$ cat src/rtl/pipe_hazard_ctrl_if.sv
// Signal bundle between the pipeline datapath and the hazard controller.
// The datapath (master) reports stage contents; the controller (slave) returns enables/flushes.
interface pipe_hazard_ctrl_if;
  logic [4:0]  id_rs;
  logic [4:0]  id_rt;
  logic        id_uses_rt;
  logic [4:0]  ex_wb_addr;
  logic        ex_wb_write_en;
  logic        ex_is_load;
  logic [4:0]  mem_wb_addr;
  logic        mem_wb_write_en;
  logic [4:0]  wb_wb_addr;
  logic        wb_wb_write_en;
  logic        mem_PC_sel;
  logic        mem_data_mem_en;
  logic        dmem_ready;

  logic        pc_en;
  logic        if_id_en;
  logic        id_ex_en;
  logic        ex_mem_en;
  logic        mem_wb_en;
  logic        if_id_flush;
  logic        id_ex_flush;
  logic        ex_mem_flush;
  logic [1:0]  fwd_a_sel;
  logic [1:0]  fwd_b_sel;
  logic [1:0]  ctrl_state;
  logic [15:0] stall_cnt;
  logic [7:0]  flush_cnt;

  modport master (
    output id_rs, id_rt, id_uses_rt, ex_wb_addr, ex_wb_write_en, ex_is_load,
           mem_wb_addr, mem_wb_write_en, wb_wb_addr, wb_wb_write_en,
           mem_PC_sel, mem_data_mem_en, dmem_ready,
    input  pc_en, if_id_en, id_ex_en, ex_mem_en, mem_wb_en,
           if_id_flush, id_ex_flush, ex_mem_flush,
           fwd_a_sel, fwd_b_sel, ctrl_state, stall_cnt, flush_cnt
  );

  modport slave (
    input  id_rs, id_rt, id_uses_rt, ex_wb_addr, ex_wb_write_en, ex_is_load,
           mem_wb_addr, mem_wb_write_en, wb_wb_addr, wb_wb_write_en,
           mem_PC_sel, mem_data_mem_en, dmem_ready,
    output pc_en, if_id_en, id_ex_en, ex_mem_en, mem_wb_en,
           if_id_flush, id_ex_flush, ex_mem_flush,
           fwd_a_sel, fwd_b_sel, ctrl_state, stall_cnt, flush_cnt
  );
endinterface

$ cat src/rtl/pipe_hazard_ctrl.sv
// Five-stage pipeline hazard controller: load-use stalls, branch flushes, data-memory waits,
// operand forwarding selects and saturating stall/flush performance counters.
module pipe_hazard_ctrl (
  input logic                clk,
  input logic                reset,
  pipe_hazard_ctrl_if.slave  bus
);

  typedef enum logic [1:0] {
    StRun       = 2'd0,
    StLoadStall = 2'd1,
    StFlush     = 2'd2,
    StMemWait   = 2'd3
  } state_e;

  state_e      state_q, state_d;
  logic [15:0] stall_cnt_q;
  logic [7:0]  flush_cnt_q;

  logic load_use;
  logic mem_busy;
  logic front_en;    // pc_en and if_id_en
  logic back_en;     // id_ex_en, ex_mem_en, mem_wb_en
  logic flush3;
  logic id_ex_flush;

  // MEM result is younger than WB, so it wins when both match.
  function automatic logic [1:0] fwd_sel(input logic [4:0] src,
                                         input logic [4:0] mem_addr, input logic mem_we,
                                         input logic [4:0] wb_addr,  input logic wb_we);
    if (mem_we && (mem_addr != 5'd0) && (mem_addr == src)) begin
      return 2'b01;
    end else if (wb_we && (wb_addr != 5'd0) && (wb_addr == src)) begin
      return 2'b10;
    end
    return 2'b00;
  endfunction

  always_comb begin
    load_use = bus.ex_is_load & bus.ex_wb_write_en & (bus.ex_wb_addr != 5'd0) &
               ((bus.ex_wb_addr == bus.id_rs) |
                (bus.id_uses_rt & (bus.ex_wb_addr == bus.id_rt)));
    mem_busy = bus.mem_data_mem_en & ~bus.dmem_ready;

    state_d     = StRun;
    front_en    = 1'b1;
    back_en     = 1'b1;
    flush3      = 1'b0;
    id_ex_flush = 1'b0;

    unique case (state_q)
      StMemWait: begin
        if (!bus.dmem_ready) begin
          front_en = 1'b0;
          back_en  = 1'b0;
          state_d  = StMemWait;
        end else if (bus.mem_PC_sel) begin
          flush3  = 1'b1;
          state_d = StFlush;
        end
      end
      default: begin
        if (mem_busy) begin
          front_en = 1'b0;
          back_en  = 1'b0;
          state_d  = StMemWait;
        end else if (bus.mem_PC_sel) begin
          flush3  = 1'b1;
          state_d = StFlush;
        end else if (load_use && (state_q != StFlush)) begin
          front_en    = 1'b0;
          id_ex_flush = 1'b1;
          state_d     = StLoadStall;
        end
      end
    endcase
  end

  assign bus.pc_en        = front_en;
  assign bus.if_id_en     = front_en;
  assign bus.id_ex_en     = back_en;
  assign bus.ex_mem_en    = back_en;
  assign bus.mem_wb_en    = back_en;
  assign bus.if_id_flush  = flush3;
  assign bus.id_ex_flush  = flush3 | id_ex_flush;
  assign bus.ex_mem_flush = flush3;

  assign bus.fwd_a_sel = fwd_sel(bus.id_rs, bus.mem_wb_addr, bus.mem_wb_write_en,
                                 bus.wb_wb_addr, bus.wb_wb_write_en);
  assign bus.fwd_b_sel = fwd_sel(bus.id_rt, bus.mem_wb_addr, bus.mem_wb_write_en,
                                 bus.wb_wb_addr, bus.wb_wb_write_en);

  always_ff @(posedge clk or negedge reset) begin
    if (!reset) begin
      state_q     <= StRun;
      stall_cnt_q <= 16'd0;
      flush_cnt_q <= 8'd0;
    end else begin
      state_q <= state_d;
      if (!front_en && (stall_cnt_q != 16'hFFFF)) begin
        stall_cnt_q <= stall_cnt_q + 16'd1;
      end
      if (flush3 && (flush_cnt_q != 8'hFF)) begin
        flush_cnt_q <= flush_cnt_q + 8'd1;
      end
    end
  end

  assign bus.ctrl_state = state_q;
  assign bus.stall_cnt  = stall_cnt_q;
  assign bus.flush_cnt  = flush_cnt_q;

endmodule
$ cat src/flat_wrapper.sv
// flat-port wrapper written by rule: the top's interface ports become plain ports
module pipe_hazard_ctrl_flat 
  (clk, reset, bus_id_rs, bus_id_rt, bus_id_uses_rt, bus_ex_wb_addr, bus_ex_wb_write_en, bus_ex_is_load, bus_mem_wb_addr, bus_mem_wb_write_en, bus_wb_wb_addr, bus_wb_wb_write_en, bus_mem_PC_sel, bus_mem_data_mem_en, bus_dmem_ready, bus_pc_en, bus_if_id_en, bus_id_ex_en, bus_ex_mem_en, bus_mem_wb_en, bus_if_id_flush, bus_id_ex_flush, bus_ex_mem_flush, bus_fwd_a_sel, bus_fwd_b_sel, bus_ctrl_state, bus_stall_cnt, bus_flush_cnt);
  pipe_hazard_ctrl_if bus_i ();
  input logic clk;
  input logic reset;
  input wire logic [$bits(bus_i.id_rs)-1:0] bus_id_rs;
  input wire logic [$bits(bus_i.id_rt)-1:0] bus_id_rt;
  input wire logic [$bits(bus_i.id_uses_rt)-1:0] bus_id_uses_rt;
  input wire logic [$bits(bus_i.ex_wb_addr)-1:0] bus_ex_wb_addr;
  input wire logic [$bits(bus_i.ex_wb_write_en)-1:0] bus_ex_wb_write_en;
  input wire logic [$bits(bus_i.ex_is_load)-1:0] bus_ex_is_load;
  input wire logic [$bits(bus_i.mem_wb_addr)-1:0] bus_mem_wb_addr;
  input wire logic [$bits(bus_i.mem_wb_write_en)-1:0] bus_mem_wb_write_en;
  input wire logic [$bits(bus_i.wb_wb_addr)-1:0] bus_wb_wb_addr;
  input wire logic [$bits(bus_i.wb_wb_write_en)-1:0] bus_wb_wb_write_en;
  input wire logic [$bits(bus_i.mem_PC_sel)-1:0] bus_mem_PC_sel;
  input wire logic [$bits(bus_i.mem_data_mem_en)-1:0] bus_mem_data_mem_en;
  input wire logic [$bits(bus_i.dmem_ready)-1:0] bus_dmem_ready;
  output wire logic [$bits(bus_i.pc_en)-1:0] bus_pc_en;
  output wire logic [$bits(bus_i.if_id_en)-1:0] bus_if_id_en;
  output wire logic [$bits(bus_i.id_ex_en)-1:0] bus_id_ex_en;
  output wire logic [$bits(bus_i.ex_mem_en)-1:0] bus_ex_mem_en;
  output wire logic [$bits(bus_i.mem_wb_en)-1:0] bus_mem_wb_en;
  output wire logic [$bits(bus_i.if_id_flush)-1:0] bus_if_id_flush;
  output wire logic [$bits(bus_i.id_ex_flush)-1:0] bus_id_ex_flush;
  output wire logic [$bits(bus_i.ex_mem_flush)-1:0] bus_ex_mem_flush;
  output wire logic [$bits(bus_i.fwd_a_sel)-1:0] bus_fwd_a_sel;
  output wire logic [$bits(bus_i.fwd_b_sel)-1:0] bus_fwd_b_sel;
  output wire logic [$bits(bus_i.ctrl_state)-1:0] bus_ctrl_state;
  output wire logic [$bits(bus_i.stall_cnt)-1:0] bus_stall_cnt;
  output wire logic [$bits(bus_i.flush_cnt)-1:0] bus_flush_cnt;
  assign bus_i.id_rs = bus_id_rs;
  assign bus_i.id_rt = bus_id_rt;
  assign bus_i.id_uses_rt = bus_id_uses_rt;
  assign bus_i.ex_wb_addr = bus_ex_wb_addr;
  assign bus_i.ex_wb_write_en = bus_ex_wb_write_en;
  assign bus_i.ex_is_load = bus_ex_is_load;
  assign bus_i.mem_wb_addr = bus_mem_wb_addr;
  assign bus_i.mem_wb_write_en = bus_mem_wb_write_en;
  assign bus_i.wb_wb_addr = bus_wb_wb_addr;
  assign bus_i.wb_wb_write_en = bus_wb_wb_write_en;
  assign bus_i.mem_PC_sel = bus_mem_PC_sel;
  assign bus_i.mem_data_mem_en = bus_mem_data_mem_en;
  assign bus_i.dmem_ready = bus_dmem_ready;
  assign bus_pc_en = bus_i.pc_en;
  assign bus_if_id_en = bus_i.if_id_en;
  assign bus_id_ex_en = bus_i.id_ex_en;
  assign bus_ex_mem_en = bus_i.ex_mem_en;
  assign bus_mem_wb_en = bus_i.mem_wb_en;
  assign bus_if_id_flush = bus_i.if_id_flush;
  assign bus_id_ex_flush = bus_i.id_ex_flush;
  assign bus_ex_mem_flush = bus_i.ex_mem_flush;
  assign bus_fwd_a_sel = bus_i.fwd_a_sel;
  assign bus_fwd_b_sel = bus_i.fwd_b_sel;
  assign bus_ctrl_state = bus_i.ctrl_state;
  assign bus_stall_cnt = bus_i.stall_cnt;
  assign bus_flush_cnt = bus_i.flush_cnt;
  pipe_hazard_ctrl u_core (.clk(clk), .reset(reset), .bus(bus_i));
endmodule
$ cat config.mk
export PLATFORM = sky130hd
export DESIGN_NAME = pipe_hazard_ctrl_flat
export DESIGN_NICKNAME = d
export VERILOG_FILES = /design/src/rtl/pipe_hazard_ctrl_if.sv /design/src/rtl/pipe_hazard_ctrl.sv /design/src/flat_wrapper.sv
export SDC_FILE = /design/constraint.sdc
export NUM_CORES = 1
export LEC_CHECK = 0
export ABC_CLOCK_PERIOD_IN_PS = 6000
export BUFFER_PORTS_ARGS = -buffer_cell sky130_fd_sc_hd__buf_2
export CORE_ASPECT_RATIO = 0.6
export CORE_MARGIN = 4
export CORE_UTILIZATION = 50
export CTS_CLUSTER_SIZE = 28
export DETAILED_ROUTE_END_ITERATION = 10
export PLACE_DENSITY = 0.85
export SLEW_MARGIN = 25
export SYNTH_ARGS = -nofsm -noshare
export SYNTH_HDL_FRONTEND = slang
export SYNTH_SLANG_ARGS = --single-unit
$ cat constraint.sdc
create_clock -name clk -period 6 [get_ports clk]
set_clock_uncertainty 0.2 [all_clocks]
set_input_delay 0.6 -clock clk [delete_from_list [all_inputs] [get_ports clk]]
set_output_delay 0.6 -clock clk [all_outputs]
set_load 0.02 [all_outputs]
* Yosys cells after proc, flatten, opt, wreduce, memory -nomap -nowiden *
Index checks and enable logic that the tools add are counted.

word-level totals
  output and inout bits = 38
  register bits = 26
  latch bits = 0
  word-level logic and storage cells = 67
  ROM bits = 0
  input bits = 35
  bits in writable memories = 0
  memories kept = 0

operators by class
  add/sub/neg operators = 2
  $lt $le $gt $ge = 0
  multiplexer cells = 31
  bitwise logic cells = 8
  equality and inequality tests = 10
  reductions and logical operators = 13
  shift operators = 0
  div/mod/pow operators = 0
  multipliers = 0

operator list
  operator               number
  $eq 5x5->1             6
  $mux 2                 11
  $mux 1                 20
  $add 16x1->16 const B  1
  $ne 16x16->1 const B   1
  $reduce_bool 5->1      3
  $logic_and 1x1->1      9
  $add 8x1->8 const B    1
  $ne 8x8->1 const B     1
  $and 1x1->1            5
  $eq 2x2->1 const B     1
  $ne 2x2->1 const B     1
  $or 1x1->1             2
  $logic_not 1->1        1
  $not 1->1              1

* Longest topological paths before layout *
  word-level depth = 11
  depth in mapped cells = 7
  gate-level depth less buffers = 6

* Least setup slack after synthesis *
Ideal clock, no wire load.

  path type = input to output
  start = input port bus_mem_wb_addr[0]
  end = output port bus_fwd_a_sel[1]
  required time = 5,200 ps
  slack = 2,983 ps
  stages = 4
  arrival = 2,217 ps
  cells stage by stage = or4_1 > o21ai_0 > nor4_1 > nor4_1

between the ends
  cells in the longest elaborated chain, start to end = 5
  elaborated cells between the ends (all ways) = 7
  classes of those cells = eq/ne: 1; mux: 3; reduce/logical: 3

ends and longest elaborated chain
  what                              line                    text
  start: declaration                flat_wrapper.sv:13      input wire logic [$bits(bus_i.mem_wb_addr)-1:0] bus_mem_wb_addr;
  $reduce_bool 5->1                 pipe_hazard_ctrl.sv:31  if (mem_we && (mem_addr != 5'd0) && (mem_addr == src)) begin
  $logic_and 1x1->1                 pipe_hazard_ctrl.sv:31
  $logic_and 1x1->1 *               pipe_hazard_ctrl.sv:31
  $mux 2 or $mux 1 (tied branches)  pipe_hazard_ctrl.sv:31
  $mux 2 *                          pipe_hazard_ctrl.sv:36  return 2'b00;
  end: declaration                  flat_wrapper.sv:28      output wire logic [$bits(bus_i.fwd_a_sel)-1:0] bus_fwd_a_sel;

Every way passes the cells marked *; elsewhere a longest branch is shown, timed or not.

* Final worst setup path *
  start = input port bus_ex_wb_addr[0]
  end = output port bus_pc_en

between the ends
  cells in the longest elaborated chain, start to end = 9
  elaborated cells between the ends (all ways) = 12
  classes of those cells = eq/ne: 2; mux: 4; bitwise: 4; reduce/logical: 2

ends and longest elaborated chain
  what                 line                    text
  start: declaration   flat_wrapper.sv:10      input wire logic [$bits(bus_i.ex_wb_addr)-1:0] bus_ex_wb_addr;
  $eq 5x5->1           pipe_hazard_ctrl.sv:42  (bus.id_uses_rt & (bus.ex_wb_addr == bus.id_rt)));
  $and 1x1->1          pipe_hazard_ctrl.sv:42
  $or 1x1->1           pipe_hazard_ctrl.sv:41  ((bus.ex_wb_addr == bus.id_rs) |
  $and 1x1->1 *        pipe_hazard_ctrl.sv:40  load_use = bus.ex_is_load & bus.ex_wb_write_en & (bus.ex_wb_addr != 5'd0) &
  $logic_and 1x1->1 *  pipe_hazard_ctrl.sv:70  end else if (load_use && (state_q != StFlush)) begin
  $mux 1 *             pipe_hazard_ctrl.sv:70
  $mux 1 *             pipe_hazard_ctrl.sv:67  end else if (bus.mem_PC_sel) begin
  $mux 1 *             pipe_hazard_ctrl.sv:63  if (mem_busy) begin
  $mux 1 *             pipe_hazard_ctrl.sv:51  unique case (state_q)
  end: declaration     flat_wrapper.sv:20      output wire logic [$bits(bus_i.pc_en)-1:0] bus_pc_en;

Marked as above.

==> results.tsv <==
metric	value	unit
start_util	0.521	
ir_worst_vdd	0.286	mV
grt_pass1_wl	6850	microns
cts_hold_buf	0	
multi_input_area	973	sq um
setup_violations	0	
tritoncts	done	
maxSlewHeadroom	0.488	
avgViaCountPerCell	5.36	
ys_warn_count	0	
r2r_start	u_core.bus.stall_cnt[2]	
portBuffers	72	
vias	1521	
path_clk_slew	0.09	ns
synth_top_area_cell	dfrtp_1	
cp-start-kind	primary input	
m1WireLength	2030	microns
wl_per_cell	15.0	microns
outcome	finished, final reports clean	
fp-row-count	16	
arrival	2.18	ns
ctsLongestPathBuffers	2	
numCtsBuffers	3	
coreArea	3240	sq um
maxCapViolations	0	
finalMaxSlewViolations	0	
n_fill_cell	277	
syn_to_final_growth	26.1	%
required	5.20	ns
drc_errors	0	
netlist_instances	169	
syn_nets	206	
wl_met2	1820	microns
fin_cells	284	
r2r_setup_slack	3.43	ns
setup_tns	0	ns
hold_ws	0.108	ns
die-area	4400	sq um
reg2regPathDepth	6	
rr_endpoint	u_core.bus.stall_cnt[1]	
ys_types	32	
async_reset_ff_frac	1.00	
die_x	83.0	microns
synth_edf_count	0	
io_pins	73	
dp_hpwl	3450	microns
ant_nets	0	
p_leak	1.03	nW
synth_seq_area_share	0.385	
wl_met3	387	microns
grt_pass1_vias	1410	
place.gp.congestion	0.911	
drtIter0Drc	89	
antenna_found_initial	0	
final_nets	277	
synth_top_area_frac	0.385	
die_h	53.0	microns
regArea	651	sq um
cts.htree.levels	1	
cts.sinks	26	
yosysMostFrequentCell	xor2_1	
worstSkewPairLatency	0.27	ns
grt_use_total	0.199	
post_cts_buffers	0	
synth_area_leaders	dfrtp_1 (39%), xor2_1 (15%), xnor2_1 (11%)	
cts_resized	0	
crit_type	primary input to output pin	
overflow	0	
hold_violations	0	
path_max_fanout	18	
power_density	318	nW/um^2
cts-root-buf	clkbuf_8	
top_layer	met4	
fmax	336	MHz
dp.cells	280	
grt_max_degree	27	
syn_area_per_cell	9.99	sq um
synth_common_cells	xor2_1 (28), dfrtp_1 (26), xnor2_1 (22), nand2_1 (12), nand3_1 (12)	
drt-pass1-iter-count	4	
fin_crit_sh	0.496	
final_layout_size_suffix_gt1_frac	0.351	
rsz0062_at_grt	false	
syn_area	1690	sq um
synth-seq-cells	26	
finalWirelength	4250	microns
cp-end-kind	output pin	
hold_path_class	primary input to asynchronous set/reset pin	
worst_pin_slew	0.765	ns
synthFlopType	dfrtp_1	
fin_crit	2.98	ns
n_antenna_cell	0	
## logic make-up after synthesis
| logic type | Yosys count | share of synthesized area |
|---|---|---|
| simple gates | 68 | 0.236 |
| xor+xnor | 50 | 0.259 |
| flops | 26 | 0.385 |
| buf+inv | 11 | 0.0385 |
| compound gates | 8 | 0.0378 |
| mux | 4 | 0.0289 |
| fa+ha+maj | 2 | 0.0148 |
## how the worst max path moves through the flow
stage / start / cells past startpoint / endpoint / slack [ns]
3_3_place_gp: bus_ex_wb_addr[0] / 6 / bus_pc_en / 3.04
5_1_grt: bus_mem_wb_addr[0] / 6 / bus_fwd_b_sel[1] / 2.93
4_1_cts: bus_ex_wb_addr[0] / 6 / bus_pc_en / 3.02
2_1_floorplan: bus_mem_wb_addr[0] / 4 / bus_fwd_a_sel[1] / 2.98
3_5_place_dp: bus_ex_wb_addr[0] / 6 / bus_pc_en / 3.03
6_report: bus_ex_wb_addr[0] / 6 / bus_pc_en / 3.02
## cell usage in the layout (no fill, tap or decap), drive strengths merged, types with 4 or more instances in the layout
cell and n:
nand3 12, dfrtp 26, buf 72, nand2 12, or4 5, nor4 7, nor2 4, xnor2 22
inv 5, nor3 9, xor2 28, mux2 4, nand4 5
## power by group
group / internal (mW) / leakage (nW) / switching (mW)
logic: 0.102 / 0.664 / 0.148
clock network: 0.0893 / 0.0357 / 0.0568
registers: 0.221 / 0.326 / 0.0597
## critical path, stage by stage
cell	delay, ns
buf_2	0.12
or4_1	0.52
nor2_1	0.13
nor3_2	0.08
a31oi_4	0.46
buf_2	0.26
## per-stage QoR
stage / total power [mW] / setup slack (ns) / utilization / cell area, sq um
2_1_floorplan: 0.433 / 2.98 / - / 1690
3_3_place_gp: 0.525 / 3.04 / 0.635 / 2060
3_5_place_dp: 0.534 / 3.03 / 0.635 / 2060
4_1_cts: 0.679 / 3.02 / 0.657 / 2130
5_1_grt: 0.720 / 2.93 / 0.657 / 2130
6_report: 0.677 / 3.02 / 0.657 / 2130
## routing by layer
metal,vias to the layer above,global-route usage
li1,738,-
met1,721,0.290
met2,60,0.294
met3,2,0.0544
met4,0,0.0435
met5,-,0
## flip-flops by register name, indices dropped and copies added (netlist names)
name and flops:
u_core.bus.ctrl_state 2, u_core.bus.stall_cnt 16, u_core.bus.flush_cnt 8
## area by class of cell
cell class,instances,share of cell area
Multi-Input combinational cell,132,0.457
Tap cell,45,0.0264
Inverter,5,0.00881
Clock inverter,1,0.0141
Clock buffer,3,0.0194
Sequential cell,26,0.305
Timing Repair Buffer,72,0.169
No activity file was read; power rests on OpenSTA's default activity.
